[config.mk]
export PLATFORM = sky130hd
export DESIGN_NAME = fifo_write_arbiter
export DESIGN_NICKNAME = d
export VERILOG_FILES = /design/src/rtl/fifo_ctrl_pkg.sv /design/src/rtl/fifo_write_arbiter_rr_pick.sv /design/src/rtl/fifo_write_arbiter.sv
export SDC_FILE = /design/constraint.sdc
export NUM_CORES = 1
export LEC_CHECK = 0
export ABC_AREA = 0
export CORE_MARGIN = 2
export CORE_UTILIZATION = 43
export CTS_BUF_LIST = sky130_fd_sc_hd__clkbuf_16
export DETAILED_ROUTE_END_ITERATION = 8
export GPL_ROUTABILITY_DRIVEN = 0
export PLACE_DENSITY = 0.8
export RECOVER_POWER = 25
export SLEW_MARGIN = 20
export SYNTH_ARGS = -nofsm -noshare
export SYNTH_HDL_FRONTEND = slang
export SYNTH_HIERARCHICAL = 1
export SYNTH_SLANG_ARGS = --single-unit
[constraint.sdc]
create_clock -name clk -period 3.2 [get_ports clk]
set_input_delay 0.64 -clock clk [delete_from_list [all_inputs] [get_ports clk]]
set_output_delay 0.64 -clock clk [all_outputs]
set_load 0.005 [all_outputs]
[src/rtl/fifo_ctrl_pkg.sv]
// Shared types and sizes for the transmit-FIFO write arbiter and its helpers.
package fifo_ctrl_pkg;

  typedef enum logic {IDLE, XFER} fwa_state_t;

  localparam int FIFO_DEPTH = 16;
  localparam int LVL_W      = $clog2(FIFO_DEPTH) + 1;
  localparam int LEN_W      = 3;

endpackage

[src/rtl/fifo_write_arbiter_rr_pick.sv]
// Combinational round-robin picker: first set bit of elig at or above ptr, with wrap.
module rr_pick #(
  parameter int N  = 2,
  parameter int PW = 1
) (
  input  logic [N-1:0]  elig,
  input  logic [PW-1:0] ptr,
  output logic [N-1:0]  pick,
  output logic          valid
);

  always_comb begin
    int unsigned p;
    pick  = '0;
    valid = 1'b0;
    p     = 32'(ptr);
    for (int unsigned k = 0; k < N; k++) begin
      for (int unsigned i = 0; i < N; i++) begin
        if (!valid && elig[i] && (i == (p + k) % N)) begin
          pick[i] = 1'b1;
          valid   = 1'b1;
        end
      end
    end
  end

endmodule

[src/rtl/fifo_write_arbiter.sv]
// Whole-frame round-robin arbiter for the transmit-FIFO write port with space reservation.
// Optional sticky protocol-error output enabled by FWA_PROTOCOL_CHECK_EN.
module fifo_write_arbiter
  import fifo_ctrl_pkg::*;
#(
  parameter int DW     = 7,
  parameter int DEPTH  = FIFO_DEPTH,
  parameter int NREQ   = 2,
  parameter int MAXLEN = 4
) (
  input  logic                      clk,
  input  logic                      reset,
  input  logic [NREQ-1:0]           req,
  input  logic [NREQ*LEN_W-1:0]     req_len,
  input  logic [NREQ*(DW+1)-1:0]    req_data,
  output logic [NREQ-1:0]           byte_ack,
  output logic [NREQ-1:0]           frame_done,
  input  logic                      transmit_complete,
  input  logic                      full,
  output logic                      write,
  output logic [DW:0]               wr_data,
  output logic [NREQ-1:0]           grant,
  output logic [$clog2(DEPTH):0]    level
`ifdef FWA_PROTOCOL_CHECK_EN
  ,
  output logic                      err
`endif
);

  localparam int LW = $clog2(DEPTH) + 1;
  localparam int PW = (NREQ > 1) ? $clog2(NREQ) : 1;

  fwa_state_t        state;
  logic [LEN_W-1:0]  remaining;
  logic [PW-1:0]     rr_ptr;
  logic [PW-1:0]     gidx;
  logic [PW-1:0]     next_ptr;
  logic [LW-1:0]     free;
  logic [NREQ-1:0]   elig;
  logic [NREQ-1:0]   illegal;
  logic [NREQ-1:0]   pick;
  logic              pick_valid;
  logic [LEN_W-1:0]  pick_len;
  logic              pop;

  assign free = LW'(DEPTH) - level;
  assign pop  = transmit_complete && (level != '0);

  always_comb begin
    logic [LEN_W-1:0] len;
    elig    = '0;
    illegal = '0;
    for (int unsigned i = 0; i < NREQ; i++) begin
      len        = req_len[LEN_W*i +: LEN_W];
      illegal[i] = req[i] && ((len == '0) || (len > LEN_W'(MAXLEN)));
      elig[i]    = req[i] && !illegal[i] && (LW'(len) <= free);
    end
  end

  rr_pick #(.N(NREQ), .PW(PW)) u_pick (
    .elig  (elig),
    .ptr   (rr_ptr),
    .pick  (pick),
    .valid (pick_valid)
  );

  always_comb begin
    pick_len = '0;
    gidx     = '0;
    wr_data  = '0;
    for (int unsigned i = 0; i < NREQ; i++) begin
      if (pick[i])  pick_len = req_len[LEN_W*i +: LEN_W];
      if (grant[i]) begin
        gidx    = PW'(i);
        wr_data = req_data[(DW+1)*i +: DW+1];
      end
    end
  end

  assign next_ptr   = (gidx == PW'(NREQ-1)) ? '0 : gidx + PW'(1);
  assign write      = (state == XFER) && !full;
  assign byte_ack   = write ? grant : '0;
  assign frame_done = (write && remaining == LEN_W'(1)) ? grant : '0;

  always_ff @(posedge clk or posedge reset) begin
    if (reset) begin
      state     <= IDLE;
      grant     <= '0;
      remaining <= '0;
      rr_ptr    <= '0;
      level     <= '0;
    end else begin
      if (write && !pop)      level <= level + LW'(1);
      else if (!write && pop) level <= level - LW'(1);

      case (state)
        IDLE: begin
          if (pick_valid) begin
            grant     <= pick;
            remaining <= pick_len;
            state     <= XFER;
          end
        end
        XFER: begin
          if (write) begin
            if (remaining == LEN_W'(1)) begin
              grant     <= '0;
              remaining <= '0;
              rr_ptr    <= next_ptr;
              state     <= IDLE;
            end else begin
              remaining <= remaining - LEN_W'(1);
            end
          end
        end
        default: state <= IDLE;
      endcase
    end
  end

`ifdef FWA_PROTOCOL_CHECK_EN
  always_ff @(posedge clk or posedge reset) begin
    if (reset) begin
      err <= 1'b0;
    end else if ((illegal != '0) || (transmit_complete && level == '0) ||
                 (full && state == XFER) || (level == LW'(DEPTH) && !full)) begin
      err <= 1'b1;
    end
  end
`endif

endmodule

-- Word level (Yosys, flattened, before mapping)
Index checks and enable logic that the tools add are counted.
- bits in registers: 12
- bits of input ports: 28
- output and inout bits: 20
- $add $sub $neg: 6
- magnitude comparators: 4
- eq/ne operators: 4
- muxes and demuxes: 29
- bitwise operators: 1
- reduce and logical (&&, ||, !) cells: 37
- operators with widths (kind ; number):
    32-bit logical NOT ; 2
    1-bit logical AND ; 18
    8-bit two-way mux ; 2
    3-bit two-way mux ; 5
    1-bit two-way mux ; 12
    3-bit by 5-bit less-or-equal comparator with 1-bit output ; 2
    2-bit two-way mux ; 5
    5-bit two-way mux ; 2
    1-bit logical NOT ; 8
    3-bit greater-than comparator, second input constant ; 2
    3-bit logical NOT ; 2
    3-bit one-hot mux with 2 select lines ; 1
    3-bit AND reduction ; 2
    5-bit by 1-bit adder with 5-bit output, second input constant ; 1
    5-bit nonzero test ; 1
    5-bit by 1-bit subtractor with 5-bit output, second input constant ; 1
    5-bit subtractor, first input constant ; 1
    2-bit != test, second input constant ; 2
    2-bit one-hot mux with 2 select lines ; 1
    3-bit by 1-bit == test with 1-bit output, second input constant ; 1
    3-bit by 1-bit subtractor with 3-bit output, second input constant ; 1
    1-bit adder, second input constant ; 2
    1-bit logical OR ; 2
    2-bit by 1-bit != test with 1-bit output, second input constant ; 1
    4 further kinds ; 4

-- Longest topological paths before layout
- word-level depth: 23
- mapped depth: 11
- depth with buffers taken out: 11

-- Hierarchy
Netlist, hierarchy kept.
- by module, submodules not included (module ; times used ; cells an instance ; area an instance (um2) ; sequential area each (um2)):
    fifo_write_arbiter ; 1 ; 132 ; 1131.1 ; 300.3
    rr_pick ; 1 ; 4 ; 25.0 ; 0.0

-- Least setup slack after synthesis
Ideal clock, no wire load.
- kind: register to register
- start point: register level[0]
- end point: register level[4]
- library setup time: 0.137 ns
- arrival: 2.490 ns
- slack: 0.572 ns
- stages on the path, launching flop included: 12
- buffers on the path: 0
- clock period less this slack: 2.628 ns
- cells stage by stage: dfrtp_1 > inv_1 > ha_1 > nor3b_1 > ha_1 > nand2b_1 > ha_1 > inv_1 > ha_1 > or4_1 > nand3_1 > o221ai_1
- longest elaborated chain between the ends: 5
- ends and longest elaborated chain (element ; RTL line ; text):
    start, declared ; fifo_write_arbiter.sv:23 ; output logic [$clog2(DEPTH):0] level
    start signal, assigned ; fifo_write_arbiter.sv:93 ; if (write && !pop) level <= level + LW'(1);
    start signal, assigned ; fifo_write_arbiter.sv:94 ; else if (!write && pop) level <= level - LW'(1);
    branches (longest 5 deep; another with 5-bit by 1-bit subtractor with 5-bit output) ; -- ;
Several ways; the timed one is not identified. The select of a mux whose other input is x is not followed.
A chain may end at the register's enable or synchronous reset.

-- Final worst setup path
- start point: input port req_len[4]
- end point: register remaining[1]
- longest elaborated chain between the ends: 20
- ends and longest elaborated chain (element ; RTL line ; text):
    start, declared ; fifo_write_arbiter.sv:14 ; input logic [NREQ*LEN_W-1:0] req_len,
    3-bit greater-than comparator / 3-bit logical NOT (equally long branches) ; fifo_write_arbiter.sv:55 ; illegal[i] = req[i] && ((len == '0) || (len > LEN_W'(MAXLEN)));
    1-bit logical OR ; fifo_write_arbiter.sv:55 ;
    1-bit logical AND ; fifo_write_arbiter.sv:55 ;
    1-bit logical NOT ; fifo_write_arbiter.sv:56 ; elig[i] = req[i] && !illegal[i] && (LW'(len) <= free);
    1-bit logical AND ; fifo_write_arbiter.sv:56 ;
    1-bit logical AND (*) ; fifo_write_arbiter.sv:56 ;
    net elig[1] ; fifo_write_arbiter.sv:39 ; logic [NREQ-1:0] elig;
    1-bit logical AND (2 in series) ; fifo_write_arbiter_rr_pick.sv:19 ; if (!valid && elig[i] && (i == (p + k) % N)) begin
    [... 4 more ...] ; -- ;
    1-bit two-way mux ; fifo_write_arbiter_rr_pick.sv:19 ;
    1-bit logical NOT ; fifo_write_arbiter_rr_pick.sv:19 ;
    1-bit logical AND (2 in series) ; fifo_write_arbiter_rr_pick.sv:19 ;
    1-bit two-way mux (*) ; fifo_write_arbiter_rr_pick.sv:19 ;
    net pick[1] ; fifo_write_arbiter.sv:41 ; logic [NREQ-1:0] pick;
    3-bit two-way mux (*) ; fifo_write_arbiter.sv:72 ; if (pick[i]) pick_len = req_len[LEN_W*i +: LEN_W];
    3-bit two-way mux (*) ; fifo_write_arbiter.sv:98 ; if (pick_valid) begin
    3-bit one-hot mux with 2 select lines (*) ; fifo_write_arbiter.sv:96 ; case (state)
    end signal, assigned ; fifo_write_arbiter.sv:100 ; remaining <= pick_len;
    end signal, assigned ; fifo_write_arbiter.sv:112 ; remaining <= remaining - LEN_W'(1);
    end, declared ; fifo_write_arbiter.sv:34 ; logic [LEN_W-1:0] remaining;
Mark *: on every way through the listed nets, which the timed path passes. The rest lies on a longest branch. The select of a mux whose other input is x is not followed.

==> impl_metrics.toml <==
[sta]
timing.hold.ws_ns = 0.5207
finalSetupTns_ns = 0
fin_skew_ns = 0.003141
slew_violations = 0
fmaxAchievable_mhz = 350.7
finalCritPeriodShare = 0.8910
setup_violations = 0
rsz0062_at_grt = "no"
worst_slack_ns = 0.3487
worst_pin_slew_ns = 0.5907
fin_crit_ns = 2.851
slew-limit-headroom = 0.6054
hold_viol_final = 0

[clock_network]
clk_pin_slew_ns = 0.04
postCtsSetupBuffers = 0
ctsHtreeMaxLevel = 1
cts.sinks = 12
clk_latency_ns = 0.24
clockBufferDepth = 2
numCtsBuffers = 3
cts_root_buf = "clkbuf_16"
cts_tree = "yes"
cts.repair.resized = 0
hold_buffers = 0

[synth]
synthAdderAreaFrac = 0.1688
ys_seq_elements = 12
netlist_top_cells_count = "inv_1 (17), ha_1 (14), dfrtp_1 (12), a22o_1 (9)"
synth_xor_area_frac = 0.02273
synth_area_um2 = 1156
yosysWarnings = 6
avgSynthCellArea_um2 = 8.501
async_flop_share = 1.000
synthMostInstantiatedCell = "inv_1"
yosys-top-cells-area = "dfrtp_1 (26%), ha_1 (15%), a22o_1 (6.8%)"
syn_nets = 179
synth_top_family_by_area = "compound AO/OA/AOI/OAI gates"
synth-compound-area-share = 0.2327
synth_cells = 136
synth_ff_type = "dfrtp_1"
synthMuxAreaShare = 0.02706
ys_types = 35
synth-seq-area-share = 0.2597
synth_edf_count = 0
synth_top_area_frac = 0.2597
synthSimpleGateAreaFrac = 0.2175
synth_top_area_cell = "dfrtp_1"

[grt]
grt_max_degree = 15
met2_usage = 0.4167
globalRoute.busiestLayer = "met2"
antenna_found_initial = 0
grt_use_met1 = 0.2615
grtUsageMet3 = 0.03721
gr-usage-all-layers = 0.2282
grt.overflow.total = 0
grt_pass1_vias = 1233
grt_pass1_wl_mm = 5.685

[setup_path]
critPathCaptureType = "flip-flop"
arrival_ns = 2.97
start_kind = "primary input"
crit_type = "primary input to flip-flop"
reg2reg_slack_ns = 0.37
reg2regPathDepth = 10
r2r_start = "level[1]$_DFFE_PP0P_"
crit_fanout = 6
cp.required_ns = 3.32
reg2reg_to = "remaining[1]$_DFFE_PP0P_"

[finish]
diodes = 0
fin_cells = 215
final_area_um2 = 1739
seqCellArea_um2 = 300.3
nets = 229
post-route-util = 0.6895
area_delta_synth_final_pct = 50.43
final.fill_count = 200
final_layout_size_suffix_gt1_frac = 0.03243
multi_input_area_um2 = 773.2

[pwr]
p_leak_nw = 0.7752
peakVddDrop_v = 0.0005968
power.total_mw = 1.485
power_density_nw_per_um2 = 853.9

[routing]
avgViaCountPerCell = 5.609
vias = 1206
antenna_left = 0
drt_pre_antenna_iters = 4
avgRoutedWirePerCell_um = 15.18
drt_wl_total_mm = 3.264
drtIter0Drc = 38
drc = 0

[job]
max_cap_viol_count = 0

[hold_path]
hp-start = "remaining[1]$_DFFE_PP0P_"
hp-class = "flip-flop to flip-flop"
min_to = "remaining[1]$_DFFE_PP0P_"
hold_depth = 1

[floorplan]
rows = 18
die_h_um = 55.85
dieArea_um2 = 3119
ios = 48
dieWidth_um = 55.85
core_region_area_um2 = 2522
start_util = 0.4583

[placed_design]
placed_cell_area_um2 = 1660
dp.cells = 211
io_buffers = 47
dpl_worst_slack_ns = 0.1194
hpwlAfterDp_mm = 2.515

[status]
status = "completed"
==> how the worst max path moves through the flow <==
stage | startpoint | to | slack [ns]
6_report | req_len[4] | remaining[1]$_DFFE_PP0P_ | 0.35
5_1_grt | level[1]$_DFFE_PP0P_ | remaining[1]$_DFFE_PP0P_ | 0.17
4_1_cts | req_len[4] | remaining[1]$_DFFE_PP0P_ | 0.36
3_5_place_dp | req_len[4] | remaining[1]$_DFFE_PP0P_ | 0.12
3_3_place_gp | req_len[4] | remaining[1]$_DFFE_PP0P_ | 0.21
2_1_floorplan | level[0]$_DFFE_PP0P_ | level[4]$_DFFE_PP0P_ | 0.57
==> area by class of cell <==
cell class,instances,share of cell area
multi-input cells,103,0.4446
repair buffers,49,0.2791
flip-flops and latches,12,0.1727
clock buffers,3,0.04317
inverters,17,0.03669
well taps,30,0.02158
clock inverters,1,0.002158
==> registers in the layout (all words and copies together), names as in the netlist <==
name and count:
grant 2, rr_ptr 1, remaining 3, level 5, state 1
==> metal layers <==
layer  part of all wire  vias to the layer above
met4              0.028                        0
met2               0.53                       30
li1                   -                      598
met1               0.41                      569
met3              0.030                        9
met5                  0                        -
==> report_power, final <==
part | switching [mW] | total (mW) | leakage, nW | internal, mW
registers | 0.0877 | 0.312 | 0.143 | 0.224
clock network | 0.0682 | 0.233 | 0.0385 | 0.165
logic | 0.438 | 0.940 | 0.594 | 0.502
total | 0.594 | 1.49 | 0.775 | 0.891
==> logic make-up after synthesis <==
family,Yosys count
multiplexers,3
flip-flops,12
AO/OA/AOI/OAI,37
XOR/XNOR,3
AND/OR/NAND/NOR,45
buffers and inverters,21
adder cells (fa/ha/maj),15
==> worst max-delay path: stages <==
cell,delay (ns)
clkdlybuf4s50_1,0.45
ha_1,0.33
a211o_1,0.26
a31oi_1,0.27
a21boi_1,0.42
nor2b_1,0.11
a22o_1,0.21
a221o_1,0.28
==> cell usage in the layout, fill, tap and decap left out, types with 2 or more instances in the layout <==
cell             instances
a211o_1                  3
a21boi_1                 3
a21oi_1                  3
a221o_1                  2
a22o_1                   9
a31oi_1                  5
and2_1                   3
and3_1                   2
buf_4                    2
clkbuf_16                3
clkdlybuf4s50_1         46
dfrtp_1                 12
ha_1                    14
inv_1                   17
mux2i_1                  2
nand2_1                  7
nand2b_1                 3
nand3_1                  4
nand3b_1                 2
nor2_1                   6
nor2b_1                  4
nor3_1                   2
nor3b_1                  2
o21ai_0                  7
or3_1                    5
or4_1                    4
xnor2_1                  2
No activity file was read; power rests on OpenSTA's default activity.
